### config.mk
export PLATFORM = sky130hd
export DESIGN_NAME = scan_index_gen_flat
export DESIGN_NICKNAME = d
export VERILOG_FILES = /design/src/rtl/scan_index_gen_pkg.sv /design/src/rtl/scan_index_gen_if.sv /design/src/rtl/scan_index_gen_prescaler.sv /design/src/rtl/scan_index_gen.sv /design/src/flat_wrapper.sv
export SDC_FILE = /design/constraint.sdc
export NUM_CORES = 1
export LEC_CHECK = 0
export ABC_CLOCK_PERIOD_IN_PS = 2500
export CORE_MARGIN = 5
export CORE_UTILIZATION = 25
export CTS_CLUSTER_DIAMETER = 200
export DETAILED_ROUTE_END_ITERATION = 10
export SLEW_MARGIN = 25
export SYNTH_ARGS = -nofsm -noshare
export SYNTH_HDL_FRONTEND = slang
export SYNTH_SLANG_ARGS = --single-unit
### constraint.sdc
create_clock -name clk -period 2.5 [get_ports clk]
set_input_delay 0.375 -clock clk [delete_from_list [all_inputs] [get_ports clk]]
set_output_delay 0.375 -clock clk [all_outputs]
set_load 0.01 [all_outputs]
### src/rtl/scan_index_gen_pkg.sv
// Shared types and constants for the scan index generator.
package scan_pkg;

  // Sequencer states; BLANK is only reachable when SCAN_BLANK_EN is defined.
  typedef enum logic [1:0] {
    IDLE  = 2'd0,
    SCAN  = 2'd1,
    HOLD  = 2'd2,
    BLANK = 2'd3
  } scan_state_e;

  // Largest channel count the downstream 3-to-8 decoder can address.
  localparam int MAX_CH    = 8;
  localparam int DEF_IDX_W = 3;

  // Counter width for a modulus of div: clog2(div), never narrower than one bit.
  function automatic int PRESC_W(input int div);
    int w;
    w = $clog2(div);
    return (w < 1) ? 1 : w;
  endfunction

endpackage

### src/rtl/scan_index_gen_if.sv
// Host/decoder-side signal bundle of the scan index generator.
interface scan_index_gen_if
  import scan_pkg::*;
#(
  parameter int IDX_W = DEF_IDX_W
);
  logic             start;
  logic             stop;
  logic             mode;
  logic             sel_valid;
  logic [IDX_W-1:0] sel_idx;
  logic             sel_ready;
  logic [IDX_W-1:0] idx_out;
  logic             en_out;
  logic             busy;
  logic             sweep_done;

  // Host side: issues commands and hold requests, observes the decoder drive.
  modport master (
    output start, stop, mode, sel_valid, sel_idx,
    input  sel_ready, idx_out, en_out, busy, sweep_done
  );

  // Sequencer side.
  modport slave (
    input  start, stop, mode, sel_valid, sel_idx,
    output sel_ready, idx_out, en_out, busy, sweep_done
  );
endinterface

### src/rtl/scan_index_gen_prescaler.sv
// Step-rate prescaler: counts 0..CLK_DIV-1 while running, ticks on the last count.
module scan_prescaler
  import scan_pkg::*;
#(
  parameter int CLK_DIV = 50000
) (
  input  logic clk,
  input  logic rst_n,
  input  logic clr_i,
  input  logic run_i,
  output logic tick_o
);
  localparam int           W    = PRESC_W(CLK_DIV);
  localparam logic [W-1:0] LAST = W'(CLK_DIV - 1);

  logic [W-1:0] count_q;
  logic [W-1:0] count_d;

  // With CLK_DIV = 1 the counter sits at 0 and ticks every running cycle.
  assign tick_o = run_i && (count_q == LAST);

  // Next count: clear wins, otherwise wrap on tick or hold when not running.
  always_comb begin
    count_d = count_q;
    if (clr_i) begin
      count_d = {W{1'b0}};
    end else if (run_i) begin
      if (tick_o) begin
        count_d = {W{1'b0}};
      end else begin
        count_d = count_q + W'(1);
      end
    end else begin
      count_d = count_q;
    end
  end

  // Count register.
  always_ff @(posedge clk or negedge rst_n) begin
    if (!rst_n) begin
      count_q <= {W{1'b0}};
    end else begin
      count_q <= count_d;
    end
  end
endmodule

### src/rtl/scan_index_gen.sv
// Scan index generator: drives select/enable of the registered 3-to-8 scan decoder.
// Continuous scan, single sweep, or host-held channel.
// Optional macro SCAN_BLANK_EN: blanks en_out for BLANK_CYCLES after every index step.
module scan_index_gen
  import scan_pkg::*;
#(
  parameter int CLK_DIV      = 50000,
  parameter int NUM_CH       = 8,
  parameter int IDX_W        = DEF_IDX_W,
  parameter int BLANK_CYCLES = 2
) (
  input logic             clk,
  input logic             rst_n,
  scan_index_gen_if.slave bus
);
  localparam logic [IDX_W-1:0] LAST_CH = IDX_W'(NUM_CH - 1);

  scan_state_e      state_q, state_d;
  logic [IDX_W-1:0] idx_q, idx_d;
  logic             en_q, en_d;
  logic             busy_q, busy_d;
  logic             done_q, done_d;
  logic             mode_q, mode_d;

  logic             running_s;
  logic             clr_s;
  logic             tick_s;
  logic             ready_s;
  logic             accept_s;

`ifdef SCAN_BLANK_EN
  localparam int            BW         = PRESC_W(BLANK_CYCLES);
  localparam logic [BW-1:0] BLANK_LAST = BW'(BLANK_CYCLES - 1);
  logic [BW-1:0] blank_q, blank_d;
`endif

  assign running_s = (state_q == SCAN) || (state_q == BLANK);
  // Any start or stop realigns the step grid; outside SCAN/BLANK the count is parked at 0.
  assign clr_s     = bus.start || bus.stop || !running_s;
  assign ready_s   = ((state_q == IDLE) || (state_q == HOLD)) && !bus.start && !bus.stop;
  assign accept_s  = bus.sel_valid && ready_s;

  scan_prescaler #(.CLK_DIV(CLK_DIV)) u_presc (
    .clk    (clk),
    .rst_n  (rst_n),
    .clr_i  (clr_s),
    .run_i  (running_s),
    .tick_o (tick_s)
  );

  // Next state and outputs, priority stop > start > hold request > step tick.
  always_comb begin
    state_d = state_q;
    idx_d   = idx_q;
    en_d    = en_q;
    mode_d  = mode_q;
    done_d  = 1'b0;
`ifdef SCAN_BLANK_EN
    blank_d = blank_q;
`endif
    if (bus.stop) begin
      state_d = IDLE;
      en_d    = 1'b0;
    end else if (bus.start) begin
      state_d = SCAN;
      idx_d   = {IDX_W{1'b0}};
      en_d    = 1'b1;
      mode_d  = bus.mode;
    end else if (accept_s) begin
      state_d = HOLD;
      idx_d   = (bus.sel_idx > LAST_CH) ? LAST_CH : bus.sel_idx;
      en_d    = 1'b1;
    end else if (tick_s) begin
      if (mode_q && (idx_q == LAST_CH)) begin
        // End of a single sweep: park on the last channel with the decoder off.
        state_d = IDLE;
        en_d    = 1'b0;
        done_d  = 1'b1;
      end else begin
        idx_d = (idx_q == LAST_CH) ? {IDX_W{1'b0}} : (idx_q + IDX_W'(1));
`ifdef SCAN_BLANK_EN
        state_d = BLANK;
        en_d    = 1'b0;
        blank_d = BLANK_LAST;
`else
        en_d    = 1'b1;
`endif
      end
    end else begin
      case (state_q)
`ifdef SCAN_BLANK_EN
        BLANK: begin
          if (blank_q == {BW{1'b0}}) begin
            state_d = SCAN;
            en_d    = 1'b1;
          end else begin
            blank_d = blank_q - BW'(1);
          end
        end
`endif
        default: begin
          state_d = state_q;
        end
      endcase
    end
    busy_d = (state_d == SCAN) || (state_d == BLANK);
  end

  // FSM state and registered outputs.
  always_ff @(posedge clk or negedge rst_n) begin
    if (!rst_n) begin
      state_q <= IDLE;
      idx_q   <= {IDX_W{1'b0}};
      en_q    <= 1'b0;
      busy_q  <= 1'b0;
      done_q  <= 1'b0;
      mode_q  <= 1'b0;
    end else begin
      state_q <= state_d;
      idx_q   <= idx_d;
      en_q    <= en_d;
      busy_q  <= busy_d;
      done_q  <= done_d;
      mode_q  <= mode_d;
    end
  end

`ifdef SCAN_BLANK_EN
  // Remaining blank cycles in the current BLANK phase.
  always_ff @(posedge clk or negedge rst_n) begin
    if (!rst_n) begin
      blank_q <= {BW{1'b0}};
    end else begin
      blank_q <= blank_d;
    end
  end
`endif

  assign bus.sel_ready  = ready_s;
  assign bus.idx_out    = idx_q;
  assign bus.en_out     = en_q;
  assign bus.busy       = busy_q;
  assign bus.sweep_done = done_q;
endmodule
### src/flat_wrapper.sv
// flat-port wrapper written by rule: the top's interface ports become plain ports
module scan_index_gen_flat import scan_pkg::*;
#(
  parameter int CLK_DIV      = 50000,
  parameter int NUM_CH       = 8,
  parameter int IDX_W        = DEF_IDX_W,
  parameter int BLANK_CYCLES = 2
)
  (clk, rst_n, bus_start, bus_stop, bus_mode, bus_sel_valid, bus_sel_idx, bus_sel_ready, bus_idx_out, bus_en_out, bus_busy, bus_sweep_done);
  scan_index_gen_if #(.IDX_W(IDX_W)) bus_i ();
  input logic clk;
  input logic rst_n;
  input wire logic [$bits(bus_i.start)-1:0] bus_start;
  input wire logic [$bits(bus_i.stop)-1:0] bus_stop;
  input wire logic [$bits(bus_i.mode)-1:0] bus_mode;
  input wire logic [$bits(bus_i.sel_valid)-1:0] bus_sel_valid;
  input wire logic [$bits(bus_i.sel_idx)-1:0] bus_sel_idx;
  output wire logic [$bits(bus_i.sel_ready)-1:0] bus_sel_ready;
  output wire logic [$bits(bus_i.idx_out)-1:0] bus_idx_out;
  output wire logic [$bits(bus_i.en_out)-1:0] bus_en_out;
  output wire logic [$bits(bus_i.busy)-1:0] bus_busy;
  output wire logic [$bits(bus_i.sweep_done)-1:0] bus_sweep_done;
  assign bus_i.start = bus_start;
  assign bus_i.stop = bus_stop;
  assign bus_i.mode = bus_mode;
  assign bus_i.sel_valid = bus_sel_valid;
  assign bus_i.sel_idx = bus_sel_idx;
  assign bus_sel_ready = bus_i.sel_ready;
  assign bus_idx_out = bus_i.idx_out;
  assign bus_en_out = bus_i.en_out;
  assign bus_busy = bus_i.busy;
  assign bus_sweep_done = bus_i.sweep_done;
  scan_index_gen #(.CLK_DIV(CLK_DIV), .NUM_CH(NUM_CH), .IDX_W(IDX_W), .BLANK_CYCLES(BLANK_CYCLES)) u_core (.clk(clk), .rst_n(rst_n), .bus(bus_i));
endmodule
# Word level (Yosys, flattened, before mapping)
# Index checks and enable logic that the tools add are counted.
[totals] ff_bits=25 ramBits=0 out_inout_bits=7 mem_count=0 wordCells=62 latch_bits=0 input_bits=9 rom_bits=0
[op_classes] addsub=2 n_mux=24 n_div=0 order_cmp=1 n_eq_ne=8 n_mul=0 n_shift=0 bitwise=1 n_reduce_logical=19
[ops] op="$mux 16" count=3
[ops] op="$mux 3" count=6
[ops] op="$add 16x1->16 const B" count=1
[ops] op="$eq 16x16->1 const B" count=1
[ops] op="$mux 1" count=10
[ops] op="$mux 2" count=5
[ops] op="$eq 2x2->1 const B" count=3
[ops] op="$logic_and 1x1->1" count=5
[ops] op="$logic_or 1x1->1" count=5
[ops] op="$eq 2x1->1 const B" count=2
[ops] op="$reduce_bool 4->1" count=1
[ops] op="$add 3x1->3 const B" count=1
[ops] op="$eq 3x3->1 const B" count=1
[ops] op="$gt 3x3->1 const B" count=1
[ops] op="$logic_not 1->1" count=3
[ops] op="$ne 3x2->1 const B" count=1
[ops] op="$reduce_and 3->1" count=1
[ops] op="$reduce_bool 3->1" count=1
[ops] op="$logic_not 2->1" count=1
[ops] op="$reduce_and 2->1" count=1
[ops] op="$reduce_bool 2->1" count=1
[ops] op="$not 1->1" count=1

# Longest topological paths before layout
# Gate-level depths: netlist (run 1).
[depth] word_depth=10 depth_mapped=7 mapped_depth_nobuf=6

# By module
# From an unflattened synthesis (run 1), not the netlist that was laid out.
[unflattened] cells_unflattened=131 hier_area_um2=1242.4
[by_module_without_submodules] mod="scan_prescaler" area_per_inst_um2=852.1 cells_per_inst=89 seq_area_each_um2=400.4 n_inst=1
[by_module_without_submodules] mod="scan_index_gen" area_per_inst_um2=390.4 cells_per_inst=42 seq_area_each_um2=175.2 n_inst=1

# Worst setup path after synthesis (run 1)
# No wires, ideal clock.
[synth_timing] path_kind="register -> register" startpoint="register u_core.u_presc.count_q[4]" endpoint="register u_core.idx_q[0] (netlist: u_core.bus.idx_out[0])" t_arrival_ps=2147 period_less_slack_ps=2274 t_required_ps=2372 setup_time_ps=128 stages_incl_launch_ff=6 path_buffers=1 setup_slack_ps=226 path_cell_list="dfrtp_1 -> or4b_1 -> or4_1 -> buf_2 -> o31a_1 -> mux2_1"
[synth_between] elab_chain_cells=4
[synth_rtl] element="start, declared" line_no="scan_index_gen_prescaler.sv:16" source="logic [W-1:0] count_q;"
[synth_rtl] element="start signal, assigned" line_no="scan_index_gen_prescaler.sv:41" source="count_q <= {W{1'b0}};"
[synth_rtl] element="start signal, assigned" line_no="scan_index_gen_prescaler.sv:43" source="count_q <= count_d;"
[synth_rtl] element="$eq 16x16->1" line_no="scan_index_gen_prescaler.sv:20" source="assign tick_o = run_i && (count_q == LAST);"
[synth_rtl] element="$logic_and 1x1->1" line_no="scan_index_gen_prescaler.sv:20"
[synth_rtl] element="$reduce_bool 3->1 (no line)"
[synth_rtl] element="$reduce_and 3->1 (no line)"
[synth_rtl] element="end signal, assigned" line_no="scan_index_gen.sv:113" source="idx_q <= {IDX_W{1'b0}};"
[synth_rtl] element="end signal, assigned" line_no="scan_index_gen.sv:120" source="idx_q <= idx_d;"
[synth_rtl] element="end, declared" line_no="scan_index_gen.sv:19" source="logic [IDX_W-1:0] idx_q, idx_d;"
# Every way passes these cells.
# A chain may end at the register's enable or synchronous reset.

# Worst setup path after layout (run 1)
[layout_timing] startpoint="register u_core.u_presc.count_q[4]" endpoint="register u_core.idx_q[2] (netlist: u_core.bus.idx_out[2])"
# The elaborated chain is that of the path after synthesis.

==> impl_metrics.json, run 1 <==
{
  "status": "finished, final reports clean",
  "slew_headroom_pct": 74.61,
  "grt_max_degree": 25,
  "final_cells": 211,
  "ios": 16,
  "nFillCells": 464,
  "clk_pin_slew_ps": 80,
  "reg2reg_slack_ps": 240,
  "yosysUniqueCellTypes": 32,
  "synth_ff_type": "dfrtp_1",
  "drv_cap": 0,
  "cts_hold_buf": 0,
  "finalSetupViolations": 0,
  "vias_per_cell": 4.379,
  "synthesis.nets": 136,
  "yosys.area.top_type": "dfrtp_1",
  "ys_top_cells_by_area": "dfrtp_1, nor2_1, xor2_1",
  "cts_resized": 0,
  "cts_buffers": 3,
  "clock-skew-final_ps": 1.616,
  "power.switching_mw": 0.1884,
  "max-clock-path-buffers": 2,
  "power_per_cell_area_mw_per_mm2": 569.1,
  "finalCritPeriodShare_pct": 90.49,
  "cts_setup_buffers": 0,
  "finalWeightedCongestion": 0.7580,
  "finalMaxSlewViolations": 0,
  "leakage_nw": 0.6098,
  "hp-class": "in2async",
  "antenna_found_initial": 0,
  "drtAntennaViolNets": 0,
  "numPortBuffers": 15,
  "start_util_pct": 25.75,
  "drt-total-wl_um": 2339,
  "num_rows": 25,
  "ys_ff_latch": 24,
  "die_x_um": 79.75,
  "synthArstFlopShare_pct": 100.0,
  "drc": 0,
  "clock.fmax_ghz": 0.4420,
  "dieArea_mm2": 0.006359,
  "wire_per_inst_um": 11.09,
  "multi_input_area_um2": 583.1,
  "ff_latch_area_um2": 600.6,
  "cp-start-kind": "register",
  "critPathTopFamily": "simple AND/OR/NAND/NOR gates",
  "placed_cell_area_mm2": 0.001470,
  "detailedPlacementHpwl_um": 1759,
  "reg2regPathDepth": 4,
  "reg2reg_to": "u_core.bus.idx_out[2]",
  "syn_area_mm2": 0.001216,
  "final_net_count": 157,
  "cp_data_arrival_time_ps": 2410,
  "drt-initial-drc-count": 73,
  "avgSynthCellArea_um2": 9.808,
  "cp.required_ps": 2650,
  "crit_slowest_cell": "or4_1",
  "clock_latency_ps": 260,
  "vias": 924,
  "setup-tns-final_ps": 0,
  "design_power_total_mw": 0.8772,
  "die_h_um": 79.75,
  "cts-root-buf": "clkbuf_8",
  "r2r_start": "u_core.u_presc.count_q[4]",
  "cpPeakStageDelay_ps": 560,
  "synthTopCellsByCount": "dfrtp_1, nor2_1, nand2_1",
  "finalInstanceArea_mm2": 0.001541,
  "rsz0062_at_grt": "false",
  "path_cells": "or4b_1 -> or4_1 -> o31a_1 -> mux2_1",
  "cts_tree": "built",
  "final_hold_viol_count": 0,
  "clock_power_share_pct": 38.3,
  "first_pass_iters": 4,
  "overflow": 0,
  "path_class": "reg2reg",
  "p_comb_share_pct": 13.6,
  "syn_to_final_growth_pct": 26.75,
  "end_kind": "register",
  "synthCells": 124,
  "grt_usage_pct": 8.440,
  "tightest_slew_ps": 377.4,
  "synthMostInstantiatedCell": "dfrtp_1",
  "placedCellCount": 207,
  "h-tree-depth": 1,
  "ys_warn_count": 0,
  "clock_sinks": 24,
  "p_seq_share_pct": 48.1,
  "grt_pass1_vias": 950,
  "worst-path-buf-inv": 0,
  "grt_pass1_wl_um": 4271,
  "synth-edff-count": 0,
  "vdd_ir_drop_max_mv": 0.2170,
  "min_period_ps": 2262,
  "p_int_mw": 0.6888,
  "layout-drive-gt1-share_pct": 8.333,
  "antenna_cells": 0,
  "worst-path-stages": 4,
  "crit_fanout": 4,
  "swShare_pct": 21.48,
  "synth_top_area_share_pct": 49.38,
  "core_area_mm2": 0.004723,
  "yosysSeqAreaShare_pct": 49.38
}
[power by group through the flow]
stage	sequential, mW	combinational, mW	clock (mW)
floorplan	0.434	0.0501	0
global placement	0.431	0.120	0
detailed placement	0.430	0.122	0
CTS	0.423	0.122	0.349
global route	0.427	0.135	0.363
finish	0.422	0.119	0.336
[state kept, by name (all words and copies together) (netlist names)]
register,count
u_core.bus.busy,1
u_core.bus.en_out,1
u_core.bus.idx_out,3
u_core.bus.sweep_done,1
u_core.mode_q,1
u_core.state_q,1
u_core.u_presc.count_q,16
[final cells by class]
class	instances	share of cell area, %
sequential	24	38.96
multi-input combinational	92	37.82
timing repair buffer	20	12.18
tap	67	5.438
clock buffer	3	2.679
clock inverter	1	1.948
inverter	4	0.9740
[metal layers]
metal	wire, um	vias up	part of all wire, %	track usage (%)
met4	31	0	1.3	4.054
li1	-	470	-	-
met3	22	2	0.94	1.016
met1	1120	448	48	10.34
met5	0	-	0	0
met2	1165	4	50	14.61
[cell families after synthesis]
logic type / synth area share, %
adder cells (fa/ha/maj): 3.087
XOR/XNOR: 7.922
multiplexers: 4.424
flip-flops: 49.38
AO/OA/AOI/OAI: 7.510
buffers and inverters: 2.675
AND/OR/NAND/NOR: 25.00
[worst max path at each step]
stage                                         start                     to  slack [ps]
after floorplan           u_core.u_presc.count_q[4]  u_core.bus.idx_out[0]         230
after global placement    u_core.u_presc.count_q[4]  u_core.bus.idx_out[1]         270
after detailed placement  u_core.u_presc.count_q[4]  u_core.bus.idx_out[2]         230
after CTS                 u_core.u_presc.count_q[4]  u_core.bus.idx_out[2]         220
after global routing      u_core.u_presc.count_q[4]  u_core.bus.idx_out[0]         160
final                     u_core.u_presc.count_q[4]  u_core.bus.idx_out[2]         240
[placed cells by master (no fill, tap or decap), types with 5 or more instances in the layout]
cell             count
xnor2_1              5
nand3_1              8
xor2_1               6
buf_4                5
nor2_1              16
a21oi_1              6
dfrtp_1             24
nand2_1              9
clkdlybuf4s50_1     15
[per-stage QoR]
step / utilization (%) / worst slack, ps / hold WS (ps)
2_1_floorplan: - / 225.5 / 79.41
3_5_place_dp: 31.13 / 233.7 / 486.9
5_1_grt: 32.64 / 160.2 / 491.6
6_report: 32.64 / 237.8 / 459.6
3_3_place_gp: 31.13 / 266.7 / 479.9
4_1_cts: 32.64 / 222.8 / 466.5
Power figures use the tool's default switching activity.
==> run 2: changes to the inputs <==
--- a/config.mk
+++ b/config.mk
@@ -13,4 +13,5 @@
 export SLEW_MARGIN = 25
 export SYNTH_ARGS = -nofsm -noshare
 export SYNTH_HDL_FRONTEND = slang
+export SYNTH_HIERARCHICAL = 1
 export SYNTH_SLANG_ARGS = --single-unit
==> impl_metrics.json, run 2 <==
{
  "drc": 0,
  "cts_setup_buffers": 0,
  "synthTopCellsByCount": "dfrtp_1, nor2_1, nand2_1",
  "cp.required_ps": 2690,
  "synthArstFlopShare_pct": 100.0,
  "finalCritPeriodShare_pct": 88.60,
  "yosysUniqueCellTypes": 35,
  "cts-root-buf": "clkbuf_8",
  "cp-start-kind": "register",
  "core_area_mm2": 0.004786,
  "layout-drive-gt1-share_pct": 10.00,
  "end_kind": "register",
  "drt-initial-drc-count": 62,
  "final_hold_viol_count": 0,
  "cp_data_arrival_time_ps": 2400,
  "final_common_cell": "dfrtp_1",
  "dieArea_mm2": 0.006479,
  "regMostFlops": "u_core/u_presc/count_q",
  "drv_cap": 0,
  "final_cells": 217,
  "num_rows": 25,
  "vias_per_cell": 4.645,
  "slew_headroom_pct": 66.33,
  "synth-edff-count": 0,
  "synthesis.nets": 143,
  "antenna_cells": 0,
  "syn_to_final_growth_pct": 22.96,
  "pre_cts_ws_ps": 209.2,
  "finalWeightedCongestion": 0.7966,
  "vias": 1008,
  "synthCells": 131,
  "min_period_ps": 2215,
  "clock_sinks": 23,
  "clk_pin_slew_ps": 80,
  "hp-class": "in2async",
  "finalSetupViolations": 0,
  "ys_warn_count": 6,
  "crit_fanout": 7,
  "synth_ff_type": "dfrtp_1",
  "grt_pass1_wl_um": 4519,
  "h-tree-depth": 1,
  "clock-skew-final_ps": 4.595,
  "design_power_total_mw": 0.7009,
  "grt_pass1_vias": 1013,
  "drt-total-wl_um": 2541,
  "yosys.area.top_type": "dfrtp_1",
  "layout_common_cells": "dfrtp_1, nor2_1, clkdlybuf4s50_1",
  "nFillCells": 499,
  "max-clock-path-buffers": 2,
  "ios": 16,
  "cts_hold_buf": 0,
  "path_class": "reg2reg",
  "ys_top_cells_by_area": "dfrtp_1, nor2_1, xnor2_1",
  "cts_buffers": 3,
  "setup-tns-final_ps": 0,
  "cts_tree": "built",
  "setup_ws_ps": 285.0,
  "syn_area_mm2": 0.001242,
  "final_net_count": 163,
  "clock.fmax_ghz": 0.4515,
  "rsz0062_at_grt": "false",
  "synthMostInstantiatedCell": "dfrtp_1",
  "die_x_um": 80.50,
  "first_pass_iters": 4,
  "start_util_pct": 25.96,
  "synth_top_area_share_pct": 46.32,
  "placedCellCount": 213,
  "leakage_nw": 0.5823,
  "power_per_cell_area_mw_per_mm2": 458.8,
  "cts_resized": 0,
  "overflow": 0,
  "drtAntennaViolNets": 0,
  "status": "finished, final reports clean",
  "numPortBuffers": 15,
  "avgSynthCellArea_um2": 9.484,
  "grt_max_degree": 24,
  "tightest_slew_ps": 504.5,
  "ys_ff_latch": 23,
  "die_h_um": 80.50,
  "finalMaxSlewViolations": 0,
  "fin_util_pct": 31.92,
  "clock_latency_ps": 270,
  "wire_per_inst_um": 11.71,
  "vdd_ir_drop_max_mv": 0.1352,
  "yosysSeqAreaShare_pct": 46.32,
  "antenna_found_initial": 0,
  "grt_usage_pct": 8.986,
  "detailedPlacementHpwl_um": 1884,
  "largest_register_ffs": 16
}
==> run 2: changes by cell type after synthesis, sizes merged, moves of 2 or more <==
cell    change
or4b        -2
inv         +2
mux2        -3
nand2b      +2
nor4        +2
xor2        -2
nand3       -2
o21ai       +4
o22ai       +3
nand2       +2
==> run 2: power by group <==
part           internal, mW  switching, mW
combinational        0.0410         0.0362
clock                 0.114          0.119
sequential            0.380         0.0107
==> run 2: cells by family (layout without fill, tap and decap cells) <==
group / Yosys count / after routing / share of synthesized area [%]
AO/OA/AOI/OAI: 24 / 24 / 13.09
XOR/XNOR: 10 / 10 / 7.049
adder cells (fa/ha/maj): 3 / 3 / 3.021
buffers and inverters: 10 / 29 / 3.726
flip-flops: 23 / 23 / 46.32
multiplexers: 3 / 3 / 2.417
AND/OR/NAND/NOR: 58 / 58 / 24.37
==> run 2: layout make-up <==
class,instances,area (um^2),share of cell area [%]
multi-input combinational,98,620.6,40.62
sequential,23,575.6,37.67
timing repair buffer,19,180.2,11.79
tap,67,83.83,5.487
clock buffer,4,45.04,2.948
inverter,6,22.52,1.474
==> run 2: layer usage <==
layer / track usage [%] / up-vias / part of all wire, %
li1: - / 504 / -
met1: 11.87 / 485 / 49
met2: 13.66 / 15 / 46
met3: 2.018 / 4 / 3.1
met4: 4.561 / 0 / 1.8
met5: 0 / - / 0
==> run 2: stage by stage <==
stage	hold slack [ps]	cell area [um^2]
2_1_floorplan	79.41	1242
3_3_place_gp	509.7	1483
3_5_place_dp	509.6	1483
4_1_cts	467.5	1528
5_1_grt	496.2	1528
6_report	459.2	1528
==> run 2: final timing paths <==
check	startpoint	end	slack, ps	depth (start not counted)
worst min-delay path	rst_n	u_core/u_presc/count_q[3]	460	2
worst max-delay path	u_core/u_presc/count_q[4]	u_core/bus.idx_out[0]	290	6
min in group clk	u_core/mode_q	u_core/mode_q	540	2
worst max register to register	u_core/u_presc/count_q[4]	u_core/bus.idx_out[0]	290	6
worst min register to register	u_core/mode_q	u_core/mode_q	540	2
max in group asynchronous	rst_n	u_core/u_presc/count_q[14]	1810	2
==> run 2: worst max-delay path, cell delays in order (launching register included) <==
cell and delay, ps:
dfrtp_1 460, nor4_1 310, or2b_2 370, nor3_1 300, a21boi_0 270, o21ai_0 210
o22ai_1 210
